File: src/rtl/alu_pkg.sv
// alu_pkg: shared constants for the registered 8-bit ALU.
// Holds the operand width, the 3-bit opcode encodings and the
// values the output flops take while rst is high.
package alu_pkg;

  localparam int ALU_W = 8;

  // Opcode encodings, {s2,s1,s0}
  localparam logic [2:0] OP_ADD = 3'b000;
  localparam logic [2:0] OP_SUB = 3'b001;
  localparam logic [2:0] OP_INC = 3'b010;
  localparam logic [2:0] OP_DEC = 3'b011;
  localparam logic [2:0] OP_AND = 3'b100;
  localparam logic [2:0] OP_OR  = 3'b101;
  localparam logic [2:0] OP_XOR = 3'b110;
  localparam logic [2:0] OP_NOT = 3'b111;

  // Output state while rst is high: zero result, so z reads 1
  localparam logic [ALU_W-1:0] F_RST = '0;
  localparam logic             C_RST = 1'b0;
  localparam logic             V_RST = 1'b0;
  localparam logic             Z_RST = 1'b1;

  // The MSB of the opcode splits arithmetic (0xx) from bitwise (1xx)
  function automatic logic is_logic_op(input logic [2:0] op);
    return op[2];
  endfunction

endpackage

File: src/rtl/alu_addsub.sv
// alu_addsub: combinational 8-bit adder/subtractor with a 9-bit internal sum.
// Latency: 0 cycles (pure combinational). Backpressure: none.
// Ports: a, b operands; sub selects a-b; sum result, cout raw carry-out of
// the 9-bit sum (the caller turns it into a borrow), ovf signed overflow.
module alu_addsub
  import alu_pkg::*;
(
  input  logic [ALU_W-1:0] a,
  input  logic [ALU_W-1:0] b,
  input  logic             sub,
  output logic [ALU_W-1:0] sum,
  output logic             cout,
  output logic             ovf
);

  logic [ALU_W-1:0] b_eff;
  logic [ALU_W:0]   sum_full;

  // Subtraction is a + ~b + 1; the carry-in doubles as the +1
  assign b_eff    = sub ? ~b : b;
  assign sum_full = {1'b0, a} + {1'b0, b_eff} + {{ALU_W{1'b0}}, sub};
  assign sum      = sum_full[ALU_W-1:0];
  assign cout     = sum_full[ALU_W];

  // Overflow when the effective operands agree in sign but the sum does not
  assign ovf = (a[ALU_W-1] == b_eff[ALU_W-1]) && (sum[ALU_W-1] != a[ALU_W-1]);

endmodule

File: src/rtl/alu.sv
// alu: registered 8-bit ALU (add/sub/inc/dec/and/or/xor/not) with c, v, z flags.
// Latency: 1 cycle; 2 cycles when ALU_INPUT_REG_EN is defined (input register stage).
// Backpressure: none; a new operation is accepted every cycle, no enable/handshake.
// Ports: clk, rst (sync, active-high); A, B operands; s2..s0 opcode;
// F result, c carry/borrow, v signed overflow, z zero -- all registered.
module alu
  import alu_pkg::*;
(
  input  logic             clk,
  input  logic             rst,
  input  logic [ALU_W-1:0] A,
  input  logic [ALU_W-1:0] B,
  input  logic             s2,
  input  logic             s1,
  input  logic             s0,
  output logic [ALU_W-1:0] F,
  output logic             c,
  output logic             v,
  output logic             z
);

  logic [ALU_W-1:0] a_q;
  logic [ALU_W-1:0] b_q;
  logic [2:0]       op_q;

`ifdef ALU_INPUT_REG_EN
  // Input stage resets to zero operands with opcode ADD, so the first
  // post-reset output is 0+0 (F=0, z=1).
  always_ff @(posedge clk) begin
    if (rst) begin
      a_q  <= '0;
      b_q  <= '0;
      op_q <= OP_ADD;
    end else begin
      a_q  <= A;
      b_q  <= B;
      op_q <= {s2, s1, s0};
    end
  end
`else
  assign a_q  = A;
  assign b_q  = B;
  assign op_q = {s2, s1, s0};
`endif

  // One adder serves all four arithmetic ops; INC/DEC force b to 1
  logic             as_sub;
  logic [ALU_W-1:0] as_b;
  logic [ALU_W-1:0] as_sum;
  logic             as_cout;
  logic             as_ovf;

  assign as_sub = (op_q == OP_SUB) || (op_q == OP_DEC);
  assign as_b   = ((op_q == OP_INC) || (op_q == OP_DEC)) ? ALU_W'(1) : b_q;

  alu_addsub u_addsub (
    .a    (a_q),
    .b    (as_b),
    .sub  (as_sub),
    .sum  (as_sum),
    .cout (as_cout),
    .ovf  (as_ovf)
  );

  logic [ALU_W-1:0] f_nxt;
  logic             c_nxt;
  logic             v_nxt;

  always_comb begin
    f_nxt = as_sum;
    c_nxt = 1'b0;
    v_nxt = 1'b0;
    if (is_logic_op(op_q)) begin
      case (op_q)
        OP_AND:  f_nxt = a_q & b_q;
        OP_OR:   f_nxt = a_q | b_q;
        OP_XOR:  f_nxt = a_q ^ b_q;
        default: f_nxt = ~a_q;
      endcase
    end else begin
      // A subtract that produces no carry-out needed a borrow
      c_nxt = as_sub ? ~as_cout : as_cout;
      v_nxt = as_ovf;
    end
  end

  always_ff @(posedge clk) begin
    if (rst) begin
      F <= F_RST;
      c <= C_RST;
      v <= V_RST;
      z <= Z_RST;
    end else begin
      F <= f_nxt;
      c <= c_nxt;
      v <= v_nxt;
      z <= (f_nxt == '0);
    end
  end

endmodule

File: config.mk
export PLATFORM = sky130hd
export DESIGN_NAME = alu
export DESIGN_NICKNAME = d
export VERILOG_FILES = /design/src/rtl/alu_pkg.sv /design/src/rtl/alu_addsub.sv /design/src/rtl/alu.sv
export SDC_FILE = /design/constraint.sdc
export NUM_CORES = 1
export LEC_CHECK = 0
export CELL_PAD_IN_SITES_DETAIL_PLACEMENT = 1
export CELL_PAD_IN_SITES_GLOBAL_PLACEMENT = 1
export CORE_ASPECT_RATIO = 0.6
export CORE_MARGIN = 8
export CORE_UTILIZATION = 32
export DETAILED_ROUTE_END_ITERATION = 16
export GPL_ROUTABILITY_DRIVEN = 0
export PLACE_DENSITY = 0.68
export SYNTH_ARGS = -nofsm -noshare
export SYNTH_HDL_FRONTEND = slang
export SYNTH_SLANG_ARGS = --single-unit
File: constraint.sdc
create_clock -name clk -period 3.78 [get_ports clk]
set_input_delay 0.756 -clock clk [delete_from_list [all_inputs] [get_ports clk]]
set_output_delay 0.756 -clock clk [all_outputs]
set_load 0.05 [all_outputs]
==> run_summary.xml, run 1 <==
<?xml version="1.0" encoding="UTF-8"?>
<metrics>
  <group name="synth">
    <metric name="ys.warnings.count" unit="">0</metric>
    <metric name="post_synth_mux_area_share" unit="%">9.11</metric>
    <metric name="async_flop_share" unit="%">0</metric>
    <metric name="yosys.area_share.adder" unit="%">21.4</metric>
    <metric name="synthDominantCellAreaShare" unit="%">20.1</metric>
    <metric name="syn_area_per_cell" unit="um^2">8.13</metric>
    <metric name="netlist_top_cells_count" unit="">sky130_fd_sc_hd__inv_1, sky130_fd_sc_hd__ha_1, sky130_fd_sc_hd__nand2_1, sky130_fd_sc_hd__nor2_1, sky130_fd_sc_hd__o21ai_0</metric>
    <metric name="synth_simple_gate_area_share" unit="%">18.3</metric>
    <metric name="synth_area_leader_cell" unit="">sky130_fd_sc_hd__ha_1</metric>
    <metric name="synth_compound_gate_area_share" unit="%">23.5</metric>
    <metric name="synth.cell_area" unit="um^2">1500</metric>
    <metric name="syn_inst" unit="">184</metric>
    <metric name="synth_area_leaders" unit="">sky130_fd_sc_hd__ha_1, sky130_fd_sc_hd__dfxtp_1, sky130_fd_sc_hd__inv_1, sky130_fd_sc_hd__mux4_2, sky130_fd_sc_hd__nand2_1</metric>
    <metric name="synth_cell_types" unit="">51</metric>
    <metric name="yosys.area_share.xor_xnor" unit="%">3.51</metric>
    <metric name="most_used_flip_flop_cell_after_synthesis" unit="">sky130_fd_sc_hd__dfxtp_1</metric>
    <metric name="mappedNetlistNets" unit="">230</metric>
    <metric name="yosys.cell_count.top_type" unit="">sky130_fd_sc_hd__inv_1</metric>
    <metric name="synth_top_family_by_area" unit="">compound AO/OA/AOI/OAI gates</metric>
    <metric name="ys_seq_elements" unit="">11</metric>
    <metric name="ys_seq_area_share" unit="%">14.7</metric>
    <metric name="number_of_synthesized_flops_with_an_enable_pin" unit="">0</metric>
  </group>
  <group name="detailed_routing">
    <metric name="average_via_count_per_standard_cell" unit="">5.24</metric>
    <metric name="detail_route.wirelength" unit="um">4450</metric>
    <metric name="wl_per_cell" unit="um">15.8</metric>
    <metric name="drt_first_pass_iters" unit="">4</metric>
    <metric name="routed_via_count" unit="">1478</metric>
    <metric name="drt-initial-drc-count" unit="">46</metric>
    <metric name="drt_drc_violations_left" unit="">0</metric>
    <metric name="ant_nets" unit="">0</metric>
  </group>
  <group name="critical_path">
    <metric name="path_buf_inv" unit="">2</metric>
    <metric name="cp_slowest_stage_delay" unit="ns">0.49</metric>
    <metric name="worstPathRequired" unit="ns">3.94</metric>
    <metric name="critical_path_class" unit="">input port to flop</metric>
    <metric name="slowest_stage" unit="">sky130_fd_sc_hd__fa_1</metric>
    <metric name="timing.critical_path.to_type" unit="">flop</metric>
    <metric name="cp_top_family" unit="">compound AO/OA/AOI/OAI gates</metric>
    <metric name="crit_path_cell_trace" unit="">clkdlybuf4s50_1, clkinv_1, nand2_1, o21ai_0, fa_1, a211oi_1, nor2_1, xor2_1, a2111oi_0, a41oi_1, nor3_2</metric>
    <metric name="worstPathArrival" unit="ns">3.61</metric>
    <metric name="critical_path_peak_fanout" unit="">5</metric>
    <metric name="critical_path.startpoint_type" unit="">input port</metric>
  </group>
  <group name="grt">
    <metric name="grt_first_pass_wirelength" unit="um">7680</metric>
    <metric name="globalRouteTotalUtil" unit="%">13.1</metric>
    <metric name="via_count_of_the_first_global_routing_pass" unit="">1585</metric>
    <metric name="antenna_found_initial" unit="">0</metric>
    <metric name="grt_overflow_total" unit="">0</metric>
    <metric name="grt_max_degree" unit="">22</metric>
  </group>
  <group name="timing">
    <metric name="worst-slew-pin-transition" unit="ns">0.510</metric>
    <metric name="maxSlewHeadroom" unit="%">65.9</metric>
    <metric name="min_period" unit="ns">3.45</metric>
    <metric name="timing.fmax" unit="MHz">290</metric>
    <metric name="period_share" unit="%">91.1</metric>
    <metric name="worst_slack" unit="ns">0.335</metric>
    <metric name="final-hold-violation-count" unit="">0</metric>
    <metric name="rsz0062_at_grt" unit="">no</metric>
    <metric name="tns_setup" unit="ns">0</metric>
    <metric name="setup_viol" unit="">0</metric>
    <metric name="drv_slew" unit="">0</metric>
    <metric name="timing.hold.ws" unit="ns">1.32</metric>
  </group>
  <group name="final_layout">
    <metric name="finish.utilization" unit="%">42.8</metric>
    <metric name="final_nets" unit="">266</metric>
    <metric name="layout-area-overhead-vs-synth" unit="%">29.8</metric>
    <metric name="antenna_cells" unit="">0</metric>
    <metric name="layout.filler_cells" unit="">565</metric>
    <metric name="drive_above_1_share" unit="%">9.59</metric>
  </group>
  <group name="clocking">
    <metric name="clock_tree.htree_level_count" unit="">1</metric>
    <metric name="post_cts_resized" unit="">0</metric>
    <metric name="cts_buf_count" unit="">3</metric>
    <metric name="clk_root_buffer_cell" unit="">sky130_fd_sc_hd__clkbuf_8</metric>
    <metric name="ctsHoldBuffers" unit="">0</metric>
    <metric name="clk_pin_slew" unit="ns">0.05</metric>
    <metric name="cts_setup_buffers" unit="">0</metric>
    <metric name="clock_tree_from_tritoncts" unit="">done</metric>
    <metric name="numClockSinks" unit="">11</metric>
    <metric name="maximum_count_of_clock_buffers_along_a_single_path" unit="">2</metric>
  </group>
  <group name="floorplanning">
    <metric name="initial_core_util" unit="%">33.0</metric>
    <metric name="die_w" unit="um">104</metric>
    <metric name="placeableCoreArea" unit="um^2">4540</metric>
    <metric name="die_h" unit="um">69.0</metric>
    <metric name="fp.dieArea" unit="um^2">7190</metric>
    <metric name="num_rows" unit="">19</metric>
    <metric name="boundaryPins" unit="">32</metric>
  </group>
  <group name="power">
    <metric name="vdd_drop_max" unit="V">0.000166</metric>
    <metric name="p_per_area" unit="nW/um^2">278</metric>
    <metric name="total_leakage_power" unit="nW">0.862</metric>
  </group>
  <group name="place">
    <metric name="port_buffers" unit="">31</metric>
    <metric name="place_ws" unit="ns">0.102</metric>
    <metric name="detailed_place_hpwl" unit="um">3840</metric>
  </group>
  <group name="status">
    <metric name="result_of_the_run" unit="">complete, no violations</metric>
  </group>
  <group name="hold_path">
    <metric name="min_path_type" unit="">input port to flop</metric>
  </group>
  <group name="job">
    <metric name="timing.max_cap.violations" unit="">0</metric>
  </group>
</metrics>
metrics by stage:
step | cell area [um^2] | total power, mW | std cells
2_1_floorplan | 1500 | 0.330 | 184
3_3_place_gp | 1900 | 0.421 | 278
3_5_place_dp | 1900 | 0.431 | 278
4_1_cts | 1940 | 0.548 | 282
5_1_grt | 1940 | 0.585 | 282
6_report | 1940 | 0.541 | 282
cell families after synthesis:
group,count (synthesis)
AO/OA/AOI/OAI,48
XOR/XNOR,6
adder cells (fa/ha/maj),25
buffers and inverters,34
flip-flops,11
multiplexers,7
AND/OR/NAND/NOR,53
registers in the layout, indices dropped and copies added (netlist names):
signal  cells
F           8
v           1
z           1
c           1
tightest hold or removal path, cell delays in order:
cell                              delay (ns)
sky130_fd_sc_hd__clkdlybuf4s50_1        0.42
sky130_fd_sc_hd__clkinv_1               0.10
sky130_fd_sc_hd__a21oi_1                0.08
sky130_fd_sc_hd__a21oi_1                0.12
sky130_fd_sc_hd__nor2_1                 0.04
cells in the final DEF, fill, tap and decap left out, types with 2 or more instances in the layout:
cell,n
sky130_fd_sc_hd__a211oi_1,4
sky130_fd_sc_hd__a21oi_1,8
sky130_fd_sc_hd__a22o_1,2
sky130_fd_sc_hd__a311oi_1,2
sky130_fd_sc_hd__a31oi_1,2
sky130_fd_sc_hd__and2_1,2
sky130_fd_sc_hd__buf_4,7
sky130_fd_sc_hd__clkbuf_8,3
sky130_fd_sc_hd__clkdlybuf4s50_1,31
sky130_fd_sc_hd__dfxtp_1,11
sky130_fd_sc_hd__ha_1,24
sky130_fd_sc_hd__inv_1,25
sky130_fd_sc_hd__mux2i_1,2
sky130_fd_sc_hd__mux4_2,4
sky130_fd_sc_hd__nand2_1,17
sky130_fd_sc_hd__nand2b_1,3
sky130_fd_sc_hd__nand3_1,3
sky130_fd_sc_hd__nand3b_1,2
sky130_fd_sc_hd__nor2_1,13
sky130_fd_sc_hd__nor3_1,3
sky130_fd_sc_hd__nor4_1,2
sky130_fd_sc_hd__o211a_1,2
sky130_fd_sc_hd__o211ai_1,4
sky130_fd_sc_hd__o21ai_0,12
sky130_fd_sc_hd__xnor2_1,4
sky130_fd_sc_hd__xor2_1,2
per-layer routing:
metal  up-vias  global-route usage, %  share of wire (%)
met2        28                   23.5                 46
met1       718                   15.6                 49
met4         0                   3.76                1.7
met3         8                   3.25                3.0
met5         -                      0                  0
li1        724                      -                  -
cell type report:
class,count,area (um^2),share of cell area (%)
sequential,11,220,11.3
timing repair buffer,38,363,18.7
clock buffer,4,45.0,2.32
inverter,27,101,5.22
tap,63,78.8,4.06
multi-input combinational,139,1130,58.4
power breakdown:
| part | leakage [nW] | internal (mW) | switching, mW |
|---|---|---|---|
| clock | 0.0228 | 0.0737 | 0.0402 |
| sequential | 0.0913 | 0.130 | 0.00350 |
| combinational | 0.748 | 0.123 | 0.171 |
| total | 0.862 | 0.327 | 0.214 |
path summary, 6_finish.rpt:
kind  startpoint   end  slack (ns)  cells after the start
max           s2     z        0.33                     11
min           s2  F[4]        1.32                      5
Note: power is estimated with default switching activity, not from simulation.
==> inputs of run 2 (changes only) <==
SETUP_SLACK_MARGIN = 0.15   (was not set)
SLEW_MARGIN = 20   (was not set)
==> results of run 2 <==
Same layout as run 1: the final DEF is identical, and so are final timing and power.
